[src/rtl/transaction_sequencer.sv]
// Multi-step transaction sequencer: walks steps 1..NUM_STEPS, reports done/error pulses and counts successes.
// Optional per-step timeout is compiled in with macro TXN_STEP_TIMEOUT_EN.
module transaction_sequencer #(
   parameter int NUM_STEPS      = 4,
   parameter int STEP_W         = 3,
   parameter int COUNT_W        = 8,
   parameter int TIMEOUT_CYCLES = 1024
) (
   input  logic                 clock,
   input  logic                 resetn,
   input  logic                 start,
   input  logic                 abort,
   input  logic [NUM_STEPS-1:0] step_done,
   input  logic [NUM_STEPS-1:0] step_fail,
   output logic [STEP_W-1:0]    step,
   output logic                 step_start,
   output logic                 busy,
   output logic                 done,
   output logic                 error,
   output logic [1:0]           err_code,
   output logic [STEP_W-1:0]    err_step,
   output logic [COUNT_W-1:0]   txn_count
);

   typedef enum logic [1:0] {
      S_IDLE = 2'd0,
      S_RUN  = 2'd1,
      S_END  = 2'd2
   } state_t;

   localparam logic [STEP_W-1:0] LAST_STEP = STEP_W'(NUM_STEPS);

   state_t               state_q, state_d;
   logic [STEP_W-1:0]    step_q, step_d;
   logic                 step_start_q, step_start_d;
   logic                 busy_q, busy_d;
   logic                 done_q, done_d;
   logic                 error_q, error_d;
   logic [1:0]           err_code_q, err_code_d;
   logic [STEP_W-1:0]    err_step_q, err_step_d;
   logic [COUNT_W-1:0]   txn_count_q, txn_count_d;
   logic                 sampled_s;
   logic                 done_bit_s;
   logic                 fail_bit_s;
   logic                 timeout_s;

`ifdef TXN_STEP_TIMEOUT_EN
   localparam int TO_W = $clog2(TIMEOUT_CYCLES + 1);
   logic [TO_W-1:0] to_cnt_q, to_cnt_d;

   assign timeout_s = sampled_s && (to_cnt_q == TO_W'(TIMEOUT_CYCLES - 1));
`else
   logic unused_timeout_s;

   assign timeout_s        = 1'b0;
   assign unused_timeout_s = ^TIMEOUT_CYCLES;
`endif

   // The step inputs are ignored in the cycle that announces a new step.
   assign sampled_s = (state_q == S_RUN) && !step_start_q;

   // Select the handshake bits belonging to the active step.
   always_comb begin
      done_bit_s = 1'b0;
      fail_bit_s = 1'b0;
      for (int i = 0; i < NUM_STEPS; i++) begin
         if (step_q == STEP_W'(i + 1)) begin
            done_bit_s = step_done[i];
            fail_bit_s = step_fail[i];
         end else begin
            done_bit_s = done_bit_s;
            fail_bit_s = fail_bit_s;
         end
      end
   end

   // Next-state and registered-output logic; priority abort > fail > timeout > done.
   always_comb begin
      state_d      = state_q;
      step_d       = step_q;
      step_start_d = 1'b0;
      done_d       = 1'b0;
      error_d      = 1'b0;
      err_code_d   = err_code_q;
      err_step_d   = err_step_q;
      txn_count_d  = txn_count_q;
`ifdef TXN_STEP_TIMEOUT_EN
      to_cnt_d     = '0;
`endif
      case (state_q)
         S_IDLE: begin
            if (start && !abort) begin
               state_d      = S_RUN;
               step_d       = STEP_W'(1);
               step_start_d = 1'b1;
               err_code_d   = 2'd0;
               err_step_d   = STEP_W'(0);
            end else begin
               state_d = S_IDLE;
            end
         end
         S_RUN: begin
            if (abort || (sampled_s && fail_bit_s) || timeout_s) begin
               state_d    = S_END;
               step_d     = STEP_W'(0);
               error_d    = 1'b1;
               err_step_d = step_q;
               if (abort) begin
                  err_code_d = 2'd3;
               end else if (sampled_s && fail_bit_s) begin
                  err_code_d = 2'd1;
               end else begin
                  err_code_d = 2'd2;
               end
            end else if (sampled_s && done_bit_s) begin
               if (step_q == LAST_STEP) begin
                  state_d = S_END;
                  step_d  = STEP_W'(0);
                  done_d  = 1'b1;
                  if (txn_count_q != {COUNT_W{1'b1}}) begin
                     txn_count_d = txn_count_q + COUNT_W'(1);
                  end else begin
                     txn_count_d = txn_count_q;
                  end
               end else begin
                  step_d       = step_q + STEP_W'(1);
                  step_start_d = 1'b1;
               end
            end else begin
`ifdef TXN_STEP_TIMEOUT_EN
               to_cnt_d = sampled_s ? (to_cnt_q + TO_W'(1)) : '0;
`endif
               state_d = S_RUN;
            end
         end
         S_END: begin
            state_d = S_IDLE;
         end
         default: begin
            state_d = S_IDLE;
            step_d  = STEP_W'(0);
         end
      endcase
      busy_d = (step_d != STEP_W'(0));
   end

   // State and output registers with synchronous active-low reset.
   always_ff @(posedge clock) begin
      if (!resetn) begin
         state_q      <= S_IDLE;
         step_q       <= '0;
         step_start_q <= 1'b0;
         busy_q       <= 1'b0;
         done_q       <= 1'b0;
         error_q      <= 1'b0;
         err_code_q   <= 2'd0;
         err_step_q   <= '0;
         txn_count_q  <= '0;
`ifdef TXN_STEP_TIMEOUT_EN
         to_cnt_q     <= '0;
`endif
      end else begin
         state_q      <= state_d;
         step_q       <= step_d;
         step_start_q <= step_start_d;
         busy_q       <= busy_d;
         done_q       <= done_d;
         error_q      <= error_d;
         err_code_q   <= err_code_d;
         err_step_q   <= err_step_d;
         txn_count_q  <= txn_count_d;
`ifdef TXN_STEP_TIMEOUT_EN
         to_cnt_q     <= to_cnt_d;
`endif
      end
   end

   assign step       = step_q;
   assign step_start = step_start_q;
   assign busy       = busy_q;
   assign done       = done_q;
   assign error      = error_q;
   assign err_code   = err_code_q;
   assign err_step   = err_step_q;
   assign txn_count  = txn_count_q;

endmodule
[config.mk]
export PLATFORM = sky130hd
export DESIGN_NAME = transaction_sequencer
export DESIGN_NICKNAME = d
export VERILOG_FILES = /design/src/rtl/transaction_sequencer.sv
export SDC_FILE = /design/constraint.sdc
export NUM_CORES = 1
export LEC_CHECK = 0
export BUFFER_PORTS_ARGS = -buffer_cell sky130_fd_sc_hd__buf_4
export CAP_MARGIN = 10
export CELL_PAD_IN_SITES_DETAIL_PLACEMENT = 2
export CELL_PAD_IN_SITES_GLOBAL_PLACEMENT = 2
export CORE_ASPECT_RATIO = 0.9
export CORE_MARGIN = 2
export CORE_UTILIZATION = 30
export DETAILED_ROUTE_END_ITERATION = 8
export GPL_TIMING_DRIVEN = 0
export PLACE_DENSITY = 0.76
export SYNTH_ARGS = -nofsm -noshare
export SYNTH_HDL_FRONTEND = slang
export SYNTH_SLANG_ARGS = --single-unit
[constraint.sdc]
create_clock -name clock -period 3.1 [get_ports clock]
set_input_delay 0.155 -clock clock [delete_from_list [all_inputs] [get_ports clock]]
set_output_delay 0.155 -clock clock [all_outputs]
set_load 0.02 [all_outputs]
==> flow_summary_export.csv, run 1 <==
group,metric,value,unit
clock_tree,clk_pin_slew,90,ps
critical_path,reg2reg_to,"txn_count[5]",
layout,final_cells,215,
sta,finalMaxSlewViolations,0,
floorplan,core,3810,µm²
clock_tree,cts-root-buf,"clkbuf_8",
floorplan,dieArea,4585,µm²
critical_path,cp.arrival,2860,ps
grt,grt_overflow,0,
critical_path,cp_data_required_time,3300,ps
sta,clock_skew,7.189,ps
clock_tree,clkSinkCount,22,
layout,final_cell_mix,"buf_4 (31), dfxtp_1 (22), nand2_1 (11)",
floorplan,io_pins,32,
synthesis,synth_warnings,0,
critical_path,startpoint,"step[0]",
synthesis,async_reset_ff_frac,0,
layout,nets,188,
clock_tree,clock_path_buffers,2,
status,status,"finished, final reports clean",
drt,drtPass1Iterations,4,
synthesis,synth_cell_types,44,
placed_design,io_buffers,31,
clock_tree,cts_setup_buffers,0,
placed_design,dp_hpwl,2719,µm
critical_path,slowest_delay,580,ps
grt,grt_pass1_wl,5871,µm
critical_path,cp-endpoint,"txn_count[5]",
layout,layout_commonest_cell,"buf_4",
drt,route.vias.total,1104,
sta,rsz0062_at_grt,"no",
clock_tree,clk_latency,270,ps
sta,post-route-period-util,0.8604,
power_and_ir_drop,peakVddDrop,170.4,µV
synthesis,syn_nets,152,
sta,max_freq,0.3749,GHz
synthesis,synth_area,1217,µm²
drt,drtIter0Drc,52,
sta,setup_viol,0,
drt,routed_wl,3497,µm
critical_path,r2r_slack,430,ps
drt,antenna_left,0,
synthesis,postSynthAreaPerCell,9.085,µm²
clock_tree,h-tree-depth,1,
floorplan,die_h,64.44,µm
drt,routed_via_density,5.135,
clock_tree,hold_buffers,0,
floorplan,fp-row-count,21,
clock_tree,cts_tree,"yes",
placed_design,gp_congestion,0.7841,
critical_path,critPathSlowestCell,"a2111oi_2",
synthesis,synthCells,134,
layout,syn_to_final_growth,29.70,%
critical_path,cpMostUsedCell,"ha_1",
drt,wl_per_cell,16.27,µm
grt,grt_start_max_net_pins,14,
power_and_ir_drop,power.density,400.6,nW/µm²
layout,insertedDiodeCount,0,
synthesis,synth_seq_cells,22,
min_path,holdCritPathClass,"in -> reg",
sta,worst_pin_slew,719.2,ps
drt,drc,0,
critical_path,path_cells,"ha_1, ha_1, nor4b_2, a2111oi_2, o31ai_2, clkbuf_8, nor4_1, nand3b_1, o21ai_0",
critical_path,criticalPathCategory,"reg -> reg",
floorplan,die_w,71.15,µm
critical_path,endpoint_kind,"register",
critical_path,reg2regPathDepth,9,
critical_path,critPathLaunchType,"register",
synthesis,synth_edf_count,0,
sta,slew_headroom,0.5196,
layout,post_route_cells_drive_above_1_share,0.2899,
grt,first_global_vias,1204,
synthesis,ys.flop_type,"dfxtp_1",
critical_path,reg2reg_from,"step[0]",
synthesis,ys_seq_area_frac,0.3618,
clock_tree,cts_resized,0,
critical_path,critPathMaxFanout,10,
sta,hold_viol,0,
sta,finalSetupTns,0,ps
placed_design,dp.cells,211,
flow_run,cap_violations,0,
grt,grt_usage,0.1632,
floorplan,start_util,0.3195,
power_and_ir_drop,power_leakage,0.7029,nW
sta,min_period,2667,ps
grt,antenna_found_initial,0,
clock_tree,cts_buffers,3,
## where the power goes
| part | switching (W) | internal [W] | total [W] |
|---|---|---|---|
| clock network | 0.0000984 | 0.000172 | 0.000271 |
| logic | 0.0000372 | 0.0000314 | 0.0000686 |
| registers | 0.00000558 | 0.000287 | 0.000293 |
## kinds of logic after synthesis
family,after synthesis,share of synthesized area
flip-flops,22,0.3618
XOR/XNOR,6,0.04317
AND/OR/NAND/NOR,61,0.3001
adder cells (fa/ha/maj),6,0.06166
multiplexers,3,0.02467
AO/OA/AOI/OAI,23,0.1593
buffers and inverters,13,0.04933
## state kept, by name, indices dropped and copies added (netlist names)
signal,flops
txn_count,8
err_step,3
step,3
err_code,2
state_q,2
busy,1
done,1
error,1
step_start,1
## metrics by stage
stage / power, W / cell area (µm²) / hold slack, ps / setup WS (ps) / util
4_1_cts: 0.0006389 / 1579 / 163.6 / 342.7 / 0.4145
6_report: 0.0006326 / 1579 / 161.3 / 432.9 / 0.4145
5_1_grt: 0.0006611 / 1579 / 169.0 / 175.4 / 0.4145
3_5_place_dp: 0.0003681 / 1508 / 452.5 / 402.7 / 0.3957
3_3_place_gp: 0.0003657 / 1508 / 442.1 / 454.2 / 0.3957
2_1_floorplan: 0.0003383 / 1217 / 299.9 / 697.1 / -
## worst min path at each step
| stage | end | slack [ps] | cells after the start | start |
|---|---|---|---|---|
| floorplan | err_code[1] | 300 | 2 | abort |
| global placement | err_code[1] | 440 | 3 | abort |
| detailed placement | err_code[1] | 450 | 3 | abort |
| CTS | err_code[1] | 160 | 3 | abort |
| global route | err_code[1] | 170 | 3 | abort |
| finish | err_code[1] | 160 | 3 | abort |
## cells in the mapped netlist, drive strengths merged (3+ instances only)
library cell / instances / area [µm²]
nand2b: 4 / 25.02
nor2: 7 / 26.28
nor3: 8 / 40.04
inv: 9 / 33.78
xor2: 6 / 52.55
clkbuf: 3 / 21.27
a21boi: 3 / 22.52
nor2b: 4 / 25.02
dfxtp: 22 / 440.4
mux2i: 3 / 30.03
o21ai: 6 / 30.02
ha: 6 / 75.07
nor4: 3 / 33.78
and2: 10 / 63.81
nand3: 4 / 20.02
nand2: 11 / 41.29
## metal layers
metal | part of all wire | track usage | vias up
li1 | - | - | 547
met1 | 0.50 | 0.2237 | 540
met2 | 0.47 | 0.2685 | 15
met3 | 0.028 | 0.03266 | 2
met4 | 0.0054 | 0.02830 | 0
met5 | 0 | 0 | -
## worst max-delay path: cells and delay by family (launching register included)
kind            cells  cell delay, ps
flops               1             500
buf+inv             1             200
fa+ha+maj           2             430
compound gates      3             850
simple gates        3             620
## area by class of cell
| class | count | area (µm²) |
|---|---|---|
| fill | 423 | 2231 |
| multi-input combinational | 99 | 716.9 |
| sequential | 22 | 440.4 |
| timing repair buffer | 31 | 232.7 |
| tap | 46 | 57.56 |
| clock buffer | 3 | 41.29 |
| inverter | 9 | 33.78 |
| clock inverter | 1 | 30.03 |
| buffer | 4 | 26.28 |
Note: power is estimated with default switching activity, not from simulation.
==> inputs of run 2 (changes only) <==
MAX_ROUTING_LAYER = met4   (was not set)
==> flow_summary_export.csv, run 2 (same netlist as run 1, synthesis figures left out) <==
group,metric,value,unit
layout,final_cells,215,
layout,fin_util,0.4145,
drt,route.vias.total,1095,
sta,post-route-period-util,0.8662,
critical_path,critPathMaxFanout,10,
sta,max_freq,0.3724,GHz
clock_tree,clkSinkCount,22,
layout,final_cell_mix,"buf_4 (31), dfxtp_1 (22), nand2_1 (11)",
min_path,hp-start,"abort",
sta,slew_headroom,0.5209,
layout,layout_commonest_cell,"buf_4",
drt,routed_via_density,5.093,
sta,hold_viol,0,
grt,grt_pass1_wl,5878,µm
floorplan,fp-row-count,21,
placed_design,gp_congestion,0.7950,
clock_tree,clock_path_buffers,2,
status,status,"finished, final reports clean",
placed_design,dp.cells,211,
floorplan,core,3810,µm²
clock_tree,hold_buffers,0,
drt,drtIter0Drc,56,
layout,syn_to_final_growth,29.70,%
min_path,min_path_cells,3,
critical_path,endpoint_kind,"register",
critical_path,cp.arrival,2880,ps
sta,finalSetupTns,0,ps
layout,nFillCells,423,
floorplan,die_w,71.15,µm
clock_tree,cts_buffers,3,
clock_tree,cts_resized,0,
floorplan,dieArea,4585,µm²
clock_tree,cts-root-buf,"clkbuf_8",
critical_path,cp_data_required_time,3300,ps
drt,wl_per_cell,16.16,µm
clock_tree,clk_pin_slew,90,ps
layout,insertedDiodeCount,0,
power_and_ir_drop,power.density,400.5,nW/µm²
min_path,holdCritPathClass,"in -> reg",
layout,post_route_cells_drive_above_1_share,0.2899,
power_and_ir_drop,peakVddDrop,169.9,µV
sta,setup_viol,0,
drt,wl_met3,96,µm
drt,wl_met2,1634,µm
layout,nets,188,
floorplan,io_pins,32,
drt,routed_wl,3475,µm
clock_tree,clk_latency,260,ps
flow_run,cap_violations,0,
sta,clock_skew,6.588,ps
clock_tree,cts_setup_buffers,0,
drt,drtPass1Iterations,3,
critical_path,critPathLaunchType,"register",
floorplan,die_h,64.44,µm
grt,grt_start_max_net_pins,14,
grt,first_global_vias,1197,
sta,finalMaxSlewViolations,0,
critical_path,reg2regPathDepth,9,
drt,drc,0,
floorplan,start_util,0.3195,
drt,highest_layer,"met4",
grt,antenna_found_initial,0,
drt,drt-met1-wl,1724,µm
clock_tree,h-tree-depth,1,
layout,multi_input_area,716.9,µm²
critical_path,reg2reg_from,"step[0]",
critical_path,startpoint,"step[0]",
sta,min_period,2685,ps
layout,area.sequential,440.4,µm²
placed_design,io_buffers,31,
grt,grt_usage,0.1680,
critical_path,criticalPathCategory,"reg -> reg",
placed_design,dp_hpwl,2719,µm
clock_tree,cts_tree,"yes",
power_and_ir_drop,power_leakage,0.7029,nW
grt,grt_overflow,0,
sta,worst_pin_slew,717.2,ps
sta,rsz0062_at_grt,"no",
layout,largest_register_ffs,8,
drt,antenna_left,0,
## run 2: cell counts in the layout (fill, tap and decap cells not counted)
No cell type changed its count.
## run 2: worst paths after layout
check | endpoint | slack (ps)
setup / recovery | txn_count[5] | 410
hold / removal | err_code[1] | 160
setup reg to reg | txn_count[5] | 410
hold reg to reg | err_code[1] | 490
## run 2: cell type report
cell class | count | area share
Clock inverter | 1 | 0.01902
Buffer | 4 | 0.01664
Sequential cell | 22 | 0.2789
Timing Repair Buffer | 31 | 0.1474
Clock buffer | 3 | 0.02615
Inverter | 9 | 0.02139
Tap cell | 46 | 0.03645
Multi-Input combinational cell | 99 | 0.4540
## run 2: power by group
group | internal, W | switching (W) | total, W | leakage (nW)
Sequential | 0.000287 | 0.00000571 | 0.000293 | 0.178
Clock | 0.000172 | 0.0000983 | 0.000271 | 0.0357
Combinational | 0.0000314 | 0.0000371 | 0.0000685 | 0.489
Total | 0.000491 | 0.000141 | 0.000632 | 0.703
## run 2: worst max-delay path, stage by stage, from the launching register on
cell	delay, ps
dfxtp_1	510
ha_1	210
ha_1	230
nor4b_2	90
a2111oi_2	570
o31ai_2	180
clkbuf_8	210
nor4_1	410
nand3b_1	130
o21ai_0	100
## run 2: layer usage
layer / track usage / up-vias
met1: 0.2256 / 531
met4: 0.02830 / 0
met3: 0.03266 / 2
li1: - / 547
met5: - / -
met2: 0.2674 / 15
## run 2: metrics by stage
stage	setup WS [ps]	cell area (µm²)	total power, W	hold WS, ps
6_report	414.9	1579	0.0006324	161.9
5_1_grt	162.6	1579	0.0006625	169.0
4_1_cts	342.7	1579	0.0006389	163.6
3_5_place_dp	402.7	1508	0.0003681	452.5
3_3_place_gp	454.2	1508	0.0003657	442.1
2_1_floorplan	697.1	1217	0.0003383	299.9
==> inputs of run 3 (changes only) <==
CAP_MARGIN = 20   (was 10)
clock period = 2.8 ns   (was 3.1 ns; I/O delays follow)
==> flow_summary_export.csv, run 3 (same netlist as run 1, synthesis figures left out) <==
group,metric,value,unit
status,status,"finished, final reports clean",
drt,routed_via_density,5.125,
grt,antenna_found_initial,0,
clock_tree,cts-root-buf,"clkbuf_8",
grt,grt_start_max_net_pins,14,
min_path,hp-start,"abort",
sta,hold_viol,0,
critical_path,endpoint_kind,"register",
placed_design,io_buffers,31,
drt,antenna_left,0,
layout,insertedDiodeCount,0,
critical_path,criticalPathCategory,"reg -> reg",
layout,layout_commonest_cell,"buf_4",
sta,max_freq,0.3834,GHz
drt,routed_wl,3497,µm
floorplan,io_pins,32,
critical_path,worstPathBufferInverterCount,2,
floorplan,die_h,64.44,µm
critical_path,reg2reg_to,"txn_count[5]",
critical_path,slowest_delay,480,ps
clock_tree,cts_tree,"yes",
layout,post_route_cells_drive_above_1_share,0.3000,
clock_tree,clk_pin_slew,90,ps
floorplan,dieArea,4585,µm²
sta,setup_slack,192.0,ps
critical_path,reg2regPathDepth,9,
layout,multi_input_area,716.9,µm²
grt,first_global_vias,1197,
critical_path,path_cells,"inv_1, ha_1, and2_1, a2111oi_2, o31ai_2, clkbuf_8, nor4_1, nand3b_1, o21ai_0",
sta,setup_viol,0,
grt,grt_pass1_wl,5878,µm
clock_tree,clk_latency,270,ps
placed_design,dp_hpwl,2719,µm
clock_tree,clock_path_buffers,2,
layout,largest_register_ffs,8,
sta,timing.hold.ws,144.3,ps
min_path,min_to,"err_code[1]",
floorplan,core,3810,µm²
sta,finalMaxSlewViolations,0,
floorplan,start_util,0.3195,
sta,post-route-period-util,0.9314,
layout,final_cell_mix,"buf_4 (32), dfxtp_1 (21), nand2_1 (11)",
min_path,min_path_cells,3,
layout,syn_to_final_growth,30.42,%
flow_run,cap_violations,0,
drt,drtPass1Iterations,3,
sta,min_period,2608,ps
placed_design,gp_congestion,0.7950,
critical_path,r2r_slack,190,ps
sta,worst_pin_slew,717.8,ps
grt,grt_overflow,0,
layout,nets,189,
critical_path,cp_data_required_time,3000,ps
drt,wl_per_cell,16.19,µm
floorplan,die_w,71.15,µm
critical_path,path_delay_family,"compound AO/OA/AOI/OAI gates",
power_and_ir_drop,peakVddDrop,190.3,µV
sta,slew_headroom,0.5205,
sta,finalSetupTns,0,ps
critical_path,critPathMaxFanout,10,
critical_path,reg2reg_from,"step[2]",
grt,grt_usage,0.1680,
power_and_ir_drop,power.density,442.2,nW/µm²
layout,area.sequential,441.7,µm²
drt,drtIter0Drc,47,
clock_tree,h-tree-depth,1,
critical_path,critPathLaunchType,"register",
critical_path,critPathSlowestCell,"a2111oi_2",
placed_design,place_ws,102.7,ps
layout,nFillCells,425,
sta,clock_skew,8.084,ps
power_and_ir_drop,fin_total_pwr,0.0007021,W
clock_tree,cts_buffers,3,
power_and_ir_drop,power_leakage,0.7075,nW
min_path,holdCritPathClass,"in -> reg",
critical_path,cp.arrival,2810,ps
floorplan,fp-row-count,21,
drt,drc,0,
drt,route.vias.total,1107,
clock_tree,clkSinkCount,22,
[run 3: cell types whose count changed in the layout (fill, tap and decap cells not counted)]
cell / before / now
buf_4: 31 / 32
dfxtp_2: 0 / 1
dfxtp_1: 22 / 21
[run 3: metal layers]
layer  part of all wire  GRT usage  wire (µm)  up-vias
met4             0.0054    0.02830         19        0
met5                  0          -          0        -
met1               0.49     0.2256       1730      540
met2               0.47     0.2674       1642       16
li1                   -          -          -      549
met3              0.030    0.03266        104        2
[run 3: repair_timing]
action | in CTS | in global routing
hold buffers | 0 | 0
setup endpoints to repair | 0 | 8
setup buffers | 0 | 1
gates resized for setup | 0 | 1
[run 3: final cells by class]
type | count | share of cell area
Multi-Input combinational cell | 99 | 0.4515
Clock inverter | 1 | 0.01891
Timing Repair Buffer | 32 | 0.1513
Clock buffer | 3 | 0.02600
Inverter | 9 | 0.02128
Buffer | 4 | 0.01655
Sequential cell | 22 | 0.2782
Tap cell | 46 | 0.03625
[run 3: per-stage QoR]
stage	area (µm²)	std cells	utilization
after floorplan	1217	134	-
after global placement	1508	211	0.3957
after detailed placement	1508	211	0.3957
after CTS	1579	215	0.4145
after global routing	1588	216	0.4167
final	1588	216	0.4167
[run 3: worst max-delay path by stage]
stage               startpoint      endpoint  slack, ps  depth (start not counted)
floorplan              step[0]          busy        400                          8
global placement       step[0]          busy        150                          9
detailed placement     step[0]          busy        100                          9
CTS                    step[0]  txn_count[5]         40                          9
global route           step[2]          busy         -6                          9
finish                 step[2]  txn_count[5]        190                          9
[run 3: where the power goes]
| part | total, W | switching [W] | internal (W) |
|---|---|---|---|
| Sequential | 0.000325 | 0.00000637 | 0.000319 |
| Clock | 0.000301 | 0.000110 | 0.000191 |
| Combinational | 0.0000766 | 0.0000412 | 0.0000354 |
[run 3: worst register-to-register path: stages, from the launching register on]
cell       delay [ps]
dfxtp_1           460
inv_1             150
ha_1              280
and2_1            160
a2111oi_2         480
o31ai_2           160
clkbuf_8          200
nor4_1            420
nand3b_1          130
o21ai_0           100
